**src/rtl/aes_pkg.sv**
```systemverilog
// Shared AES types, round constants and GF(2^8) helpers for the key-schedule slice.
package aes_pkg;
    localparam int AES_NR = 10;

    typedef logic [31:0]  aes_word_t;
    typedef logic [127:0] aes_key_t;

    localparam logic [7:0] RCON [1:AES_NR] = '{
        8'h01, 8'h02, 8'h04, 8'h08, 8'h10, 8'h20, 8'h40, 8'h80, 8'h1b, 8'h36
    };

    function automatic logic [7:0] gf_xtime(input logic [7:0] a);
        return {a[6:0], 1'b0} ^ (a[7] ? 8'h1b : 8'h00);
    endfunction

    function automatic logic [7:0] gf_mul(input logic [7:0] a, input logic [7:0] b);
        logic [7:0] p;
        logic [7:0] x;
        p = '0;
        x = a;
        for (int i = 0; i < 8; i++) begin
            if (b[i]) p = p ^ x;
            x = gf_xtime(x);
        end
        return p;
    endfunction

    // Round constant for round i; rounds outside 1..AES_NR contribute nothing.
    function automatic logic [7:0] aes_rcon(input logic [3:0] i);
        logic [7:0] r;
        r = '0;
        for (int k = 1; k <= AES_NR; k++) begin
            if (i == 4'(k)) r = RCON[k];
        end
        return r;
    endfunction
endpackage

```
**src/rtl/aes_inv_mix_col.sv**
```systemverilog
// InvMixColumns on one 32-bit state column, byte 0 in bits [31:24].
module aes_inv_mix_col
    import aes_pkg::*;
(
    input  aes_word_t col,
    output aes_word_t mixed
);
    logic [7:0] a0, a1, a2, a3;

    assign {a0, a1, a2, a3} = col;

    assign mixed[31:24] = gf_mul(a0, 8'h0e) ^ gf_mul(a1, 8'h0b) ^ gf_mul(a2, 8'h0d) ^ gf_mul(a3, 8'h09);
    assign mixed[23:16] = gf_mul(a0, 8'h09) ^ gf_mul(a1, 8'h0e) ^ gf_mul(a2, 8'h0b) ^ gf_mul(a3, 8'h0d);
    assign mixed[15:8]  = gf_mul(a0, 8'h0d) ^ gf_mul(a1, 8'h09) ^ gf_mul(a2, 8'h0e) ^ gf_mul(a3, 8'h0b);
    assign mixed[7:0]   = gf_mul(a0, 8'h0b) ^ gf_mul(a1, 8'h0d) ^ gf_mul(a2, 8'h09) ^ gf_mul(a3, 8'h0e);
endmodule

```
**src/rtl/aes_sbox.sv**
```systemverilog
// AES forward S-box: multiplicative inverse in GF(2^8) followed by the affine transform.
module aes_sbox
    import aes_pkg::*;
(
    input  logic [7:0] a,
    output logic [7:0] y
);
    logic [7:0] sq;
    logic [7:0] inv;

    // a^254 by square-and-multiply; zero maps to zero as required.
    always_comb begin
        sq  = a;
        inv = 8'h01;
        for (int i = 1; i < 8; i++) begin
            sq  = gf_mul(sq, sq);
            inv = gf_mul(inv, sq);
        end
        y = inv ^ {inv[6:0], inv[7]} ^ {inv[5:0], inv[7:6]} ^ {inv[4:0], inv[7:5]}
                ^ {inv[3:0], inv[7:4]} ^ 8'h63;
    end
endmodule

```
**src/rtl/aes_128_key_inv.sv**
```systemverilog
// Inverse AES-128 key schedule: loads the round-10 key and streams round keys 10..0,
// deriving each previous key on the fly from a single key register.
module aes_128_key_inv
    import aes_pkg::*;
#(
    parameter bit EQ_INV = 1'b0
) (
    input  logic       clk,
    input  logic       rst,
    input  logic       key_vld_i,
    input  aes_key_t   key_i,
    output logic       key_rdy_o,
    output logic       rk_vld_o,
    input  logic       rk_rdy_i,
    output aes_key_t   rk_o,
    output logic [3:0] rk_idx_o,
    output logic       rk_last_o
);
    typedef enum logic {IDLE, RUN} state_t;

    state_t     state;
    aes_key_t   key_q;
    logic [3:0] idx_q;
    logic       vld_q;

    aes_word_t  w0, w1, w2, w3;
    aes_word_t  p0, p1, p2, p3;
    aes_word_t  rot;
    aes_word_t  sub;
    aes_key_t   prev_key;

    assign {w0, w1, w2, w3} = key_q;
    assign p3  = w3 ^ w2;
    assign p2  = w2 ^ w1;
    assign p1  = w1 ^ w0;
    assign rot = {p3[23:0], p3[31:24]};
    assign p0  = w0 ^ sub ^ {aes_rcon(idx_q), 24'h0};
    assign prev_key = {p0, p1, p2, p3};

    for (genvar g = 0; g < 4; g++) begin : g_sbox
        aes_sbox u_sbox (
            .a (rot[8*g +: 8]),
            .y (sub[8*g +: 8])
        );
    end

    always_ff @(posedge clk) begin
        if (rst) begin
            state <= IDLE;
            vld_q <= 1'b0;
            key_q <= '0;
            idx_q <= '0;
        end else begin
            case (state)
                IDLE: begin
                    if (key_vld_i) begin
                        state <= RUN;
                        vld_q <= 1'b1;
                        key_q <= key_i;
                        idx_q <= 4'(AES_NR);
                    end
                end
                RUN: begin
                    if (rk_rdy_i) begin
                        if (idx_q == 4'd0) begin
                            state <= IDLE;
                            vld_q <= 1'b0;
                        end else begin
                            key_q <= prev_key;
                            idx_q <= idx_q - 4'd1;
                        end
                    end
                end
                default: state <= IDLE;
            endcase
        end
    end

    assign key_rdy_o = (state == IDLE) && !rst;
    assign rk_vld_o  = vld_q;
    assign rk_idx_o  = idx_q;
    assign rk_last_o = vld_q && (idx_q == 4'd0);

    // The first and last keys feed AddRoundKey directly, so they bypass InvMixColumns.
    if (EQ_INV) begin : g_eq
        aes_key_t imc;
        for (genvar c = 0; c < 4; c++) begin : g_col
            aes_inv_mix_col u_imc (
                .col   (key_q[32*c +: 32]),
                .mixed (imc[32*c +: 32])
            );
        end
        assign rk_o = (idx_q != 4'd0 && idx_q != 4'(AES_NR)) ? imc : key_q;
    end else begin : g_raw
        assign rk_o = key_q;
    end
endmodule

```
**config.mk**
```make
export PLATFORM = sky130hd
export DESIGN_NAME = aes_128_key_inv
export DESIGN_NICKNAME = d
export VERILOG_FILES = /design/src/rtl/aes_pkg.sv /design/src/rtl/aes_inv_mix_col.sv /design/src/rtl/aes_sbox.sv /design/src/rtl/aes_128_key_inv.sv
export SDC_FILE = /design/constraint.sdc
export NUM_CORES = 2
export LEC_CHECK = 0
export CORE_MARGIN = 10
export CORE_UTILIZATION = 30
export CTS_CLUSTER_SIZE = 28
export DETAILED_ROUTE_END_ITERATION = 10
export RECOVER_POWER = 50
export SLEW_MARGIN = 20
export SYNTH_ARGS = -nofsm -noshare
export SYNTH_HDL_FRONTEND = slang
export SYNTH_SLANG_ARGS = --single-unit
export TNS_END_PERCENT = 50
```
**constraint.sdc**
```tcl
create_clock -name clk -period 33.5 [get_ports clk]
set_input_delay 6.7 -clock clk [delete_from_list [all_inputs] [get_ports clk]]
set_output_delay 6.7 -clock clk [all_outputs]
set_load 0.005 [all_outputs]
```
==> metrics.md <==
| Metric | Value |
|---|---|
| Status | complete, but fails checks |
| Failing checks | max-capacitance violations, max-slew violations |
| Post-route ant nets | 0 |
| Hold-fix buffers at CTS | 0 |
| Post-Synthesis Cells | about 8,100 |
| Synth top cells by count | 1,812 x xnor2_1, 1,232 x nor2_1, 936 x nand2_1, 504 x a21oi_1, 495 x xor2_1 |
| GPL Wtd Cong | 0.908 |
| PortBufs | roughly 270 |
| Reg2reg setup slack | 14.62 ns |
| Critical path depth in cells | 65 |
| FF-to-FF path depth | 65 |
| Worst Max-Slew Pin Slew | between 2 and 2.5 ns |
| Vias in the first global route | 52,500 |
| Fraction of layout cells with a size suffix above 1 | 7.25% |
| Vias per cell | 5.29 |
| CORE AREA | 188,000 um2 |
| H-Tree Depth | 4 |
| Seq cells post-synth | approximately 130 |
| Unrepaired setup endpoints after global routing | no |
| Final max-slew violation count | 35 |
| Yosys top cell by area | xnor2_1 |
| Via count | 56,000 |
| Max_cap viols | 1 |
| Max Clock Skew | between 0.02 and 0.025 ns |
| EDFF count, synth | 0 |
| Clk Latency, worst-skew pair | 0.50 ns |
| Predominant post-synthesis flop cell | dfxtp_1 |
| YS warnings | 0 |
| Die height | 455 um |
| Post-cts sizing count | 0 |
| Ports | 267 |
| Die W | 455 um |
| Crit. End Element | flip-flop |
| Initial Util | between 30 and 40% |
| Die area | 207,000 um2 |
| Crit path max-delay family | compound AO/OA/AOI/OAI gates |
| Final HPWL DP | 145,000 um |
| Critical path startpoint category | flip-flop |
| Worst path max stage delay | 0.74 ns |
| GRT Residual Overflow | 0 |
| Worst EP arrival | 19.27 ns |
| Critical-path top delay cell | ha_1 |
| Num CTS Buffers | 17 |
| Initial DRC count | 4,838 |
| Final-layout fill cell count | 20,100 |
| Crit share post-route | 56.4% |
| First-pass GRT wire length | a little over 300,000 um |
| Number of distinct library cells after synthesis | 106 |
| Worst Path Required | roughly 34 ns |
| Most frequent cell on the critical path | xnor2_1 |
| Largest net degree at the start of global routing | 102 |
| Syn-to-layout area delta | 11.7% |
| Final net count | between 8,000 and 9,000 |
| Final setup violation count | 0 |
| WHS Path Cells | 2 |
| WL final | 195,000 um |
| Avg Cell Area, Syn | around 7 um2 |
| Syn Std Cell Area | about 57,000 um2 |
| Fin crit period | 18.88 ns |
| Clock transition at path regs | 0.07 ns |
| FMAX | 53.0 MHz |
| Share of flip-flops with an asynchronous set or reset | 0% |
| WP buf/inv | 7 |
| Hold Vio Cnt, Final | 0 |
| Deepest clock path buffer count | 2 |
| Max Fanout on Critical Path | 23 |
| Setup TNS | 0 ns |
| Total setup buffers inserted after CTS | 0 |
| Most frequent cell after synthesis | xnor2_1 |
| Drt first pass iters | 6 |
| GR Util All Layers | 17.8% |
| Wire per inst | between 15 and 20 um |
| # DRC | 0 |
| CTS tree | done |
| Crit path kind | flip-flop to flip-flop |
| Main area contributors after synthesis | xnor2_1 28%, nor2_1 8.1%, xor2_1 7.6% |
| Initial antenna violation count | 7 |
| Seq/Total Area, Yosys | 4.72% |
| Worst slew margin | -60.8% |
| Synth top area share | 27.9% |
| Net Count, Synth | 8,209 |
| Clock sink total | 134 |
| CTS root buffer | clkbuf_16 |
| HP Class | flip-flop to flip-flop |
| Row cnt | 159 |
-- cells by family (layout without fill, tap and decap cells) --
kind of cell | Yosys count | in the layout | share of synthesized area [%]
muxes | 185 | 185 | 3.37
AOI/OAI and AO/OA | 1604 | 1604 | 17.7
adders and majority gates | 28 | 28 | 0.594
buffers and inverters | 626 | 670 | 4.46
and+or+nand+nor | 2821 | 2821 | 20.9
xor gates and xnor gates | 2656 | 2656 | 48.3
other | 0 | 5 | 0
DFF | 134 | 134 | 4.72
-- layout make-up --
cell class | count | area (um2) | area share (%)
Antenna cell | 5 | 12.5 | 0.0197
Clock buffer | 20 | 458 | 0.721
Clock inverter | 12 | 116 | 0.183
Inverter | 104 | 395 | 0.622
Multi-Input combinational cell | 7294 | 52100 | 82.0
Sequential cell | 134 | 2690 | 4.23
Tap cell | 2495 | 3120 | 4.91
Timing Repair Buffer | 534 | 4670 | 7.34
-- flip-flops by register name (all words and copies together) (netlist names) --
| name | cells |
|---|---|
| rk_idx_o | 4 |
| rk_vld_o | 1 |
| state | 1 |
| rk_o | 128 |
-- stage by stage --
step | hold WS (ns) | area (um2) | utilization, % | setup WS [ns] | std cells
floorplan | 0.461 | 56900 | - | 17.45 | 8054
global placement | 0.466 | 62900 | 33.4 | 15.10 | 10600
detailed placement | 0.476 | 62900 | 33.4 | 14.79 | 10600
CTS | 0.485 | 63500 | 33.8 | 14.76 | 10600
global route | 0.509 | 63500 | 33.8 | 13.13 | 10600
finish | 0.480 | 63500 | 33.8 | 14.62 | 10600
-- worst paths after layout --
path,start,endpoint
hold reg to reg,rk_vld_o$_SDFFE_PP0P_,rk_vld_o$_SDFFE_PP0P_
hold / removal,rk_vld_o$_SDFFE_PP0P_,rk_vld_o$_SDFFE_PP0P_
setup reg to reg,rk_o[48]$_SDFFE_PP0P_,rk_o[124]$_SDFFE_PP0P_
setup / recovery,rk_o[48]$_SDFFE_PP0P_,rk_o[124]$_SDFFE_PP0P_
-- layout by cell type (no fill, tap or decap), drive strengths merged, types with 24 or more instances in the layout --
master,n
mux2i,157
o32ai,25
o221ai,24
xor2,510
and3,30
o21ai,399
a22oi,46
nor2,1235
nor2b,60
xnor3,185
mux2,26
o22ai,93
nand2b,55
dfxtp,134
inv,95
a211oi,59
xnor2,1935
dlygate4sd3,115
clkbuf,26
nand3,166
nor4,25
buf,263
or3,25
o211ai,76
clkdlybuf4s50,150
nor3,184
o2bb2ai,34
xor3,26
a221oi,29
a31oi,68
and2,31
a21oi,506
o31ai,29
nand2,937
-- tightest hold or removal path: stages (launching register included) --
cell,delay [ns]
dfxtp_1,0.33
nand2_1,0.06
a21oi_1,0.05
-- per-layer routing --
metal	share of wire [%]	wire [um]	track usage [%]
met2	49	94600	30.8
met1	42	82100	22.8
met5	0	0	0
met4	5.0	9790	8.33
met3	4.4	8540	0.934
Power is not shown: default switching activity piles up to over one toggle a cycle in this logic, so the estimate is an artifact.
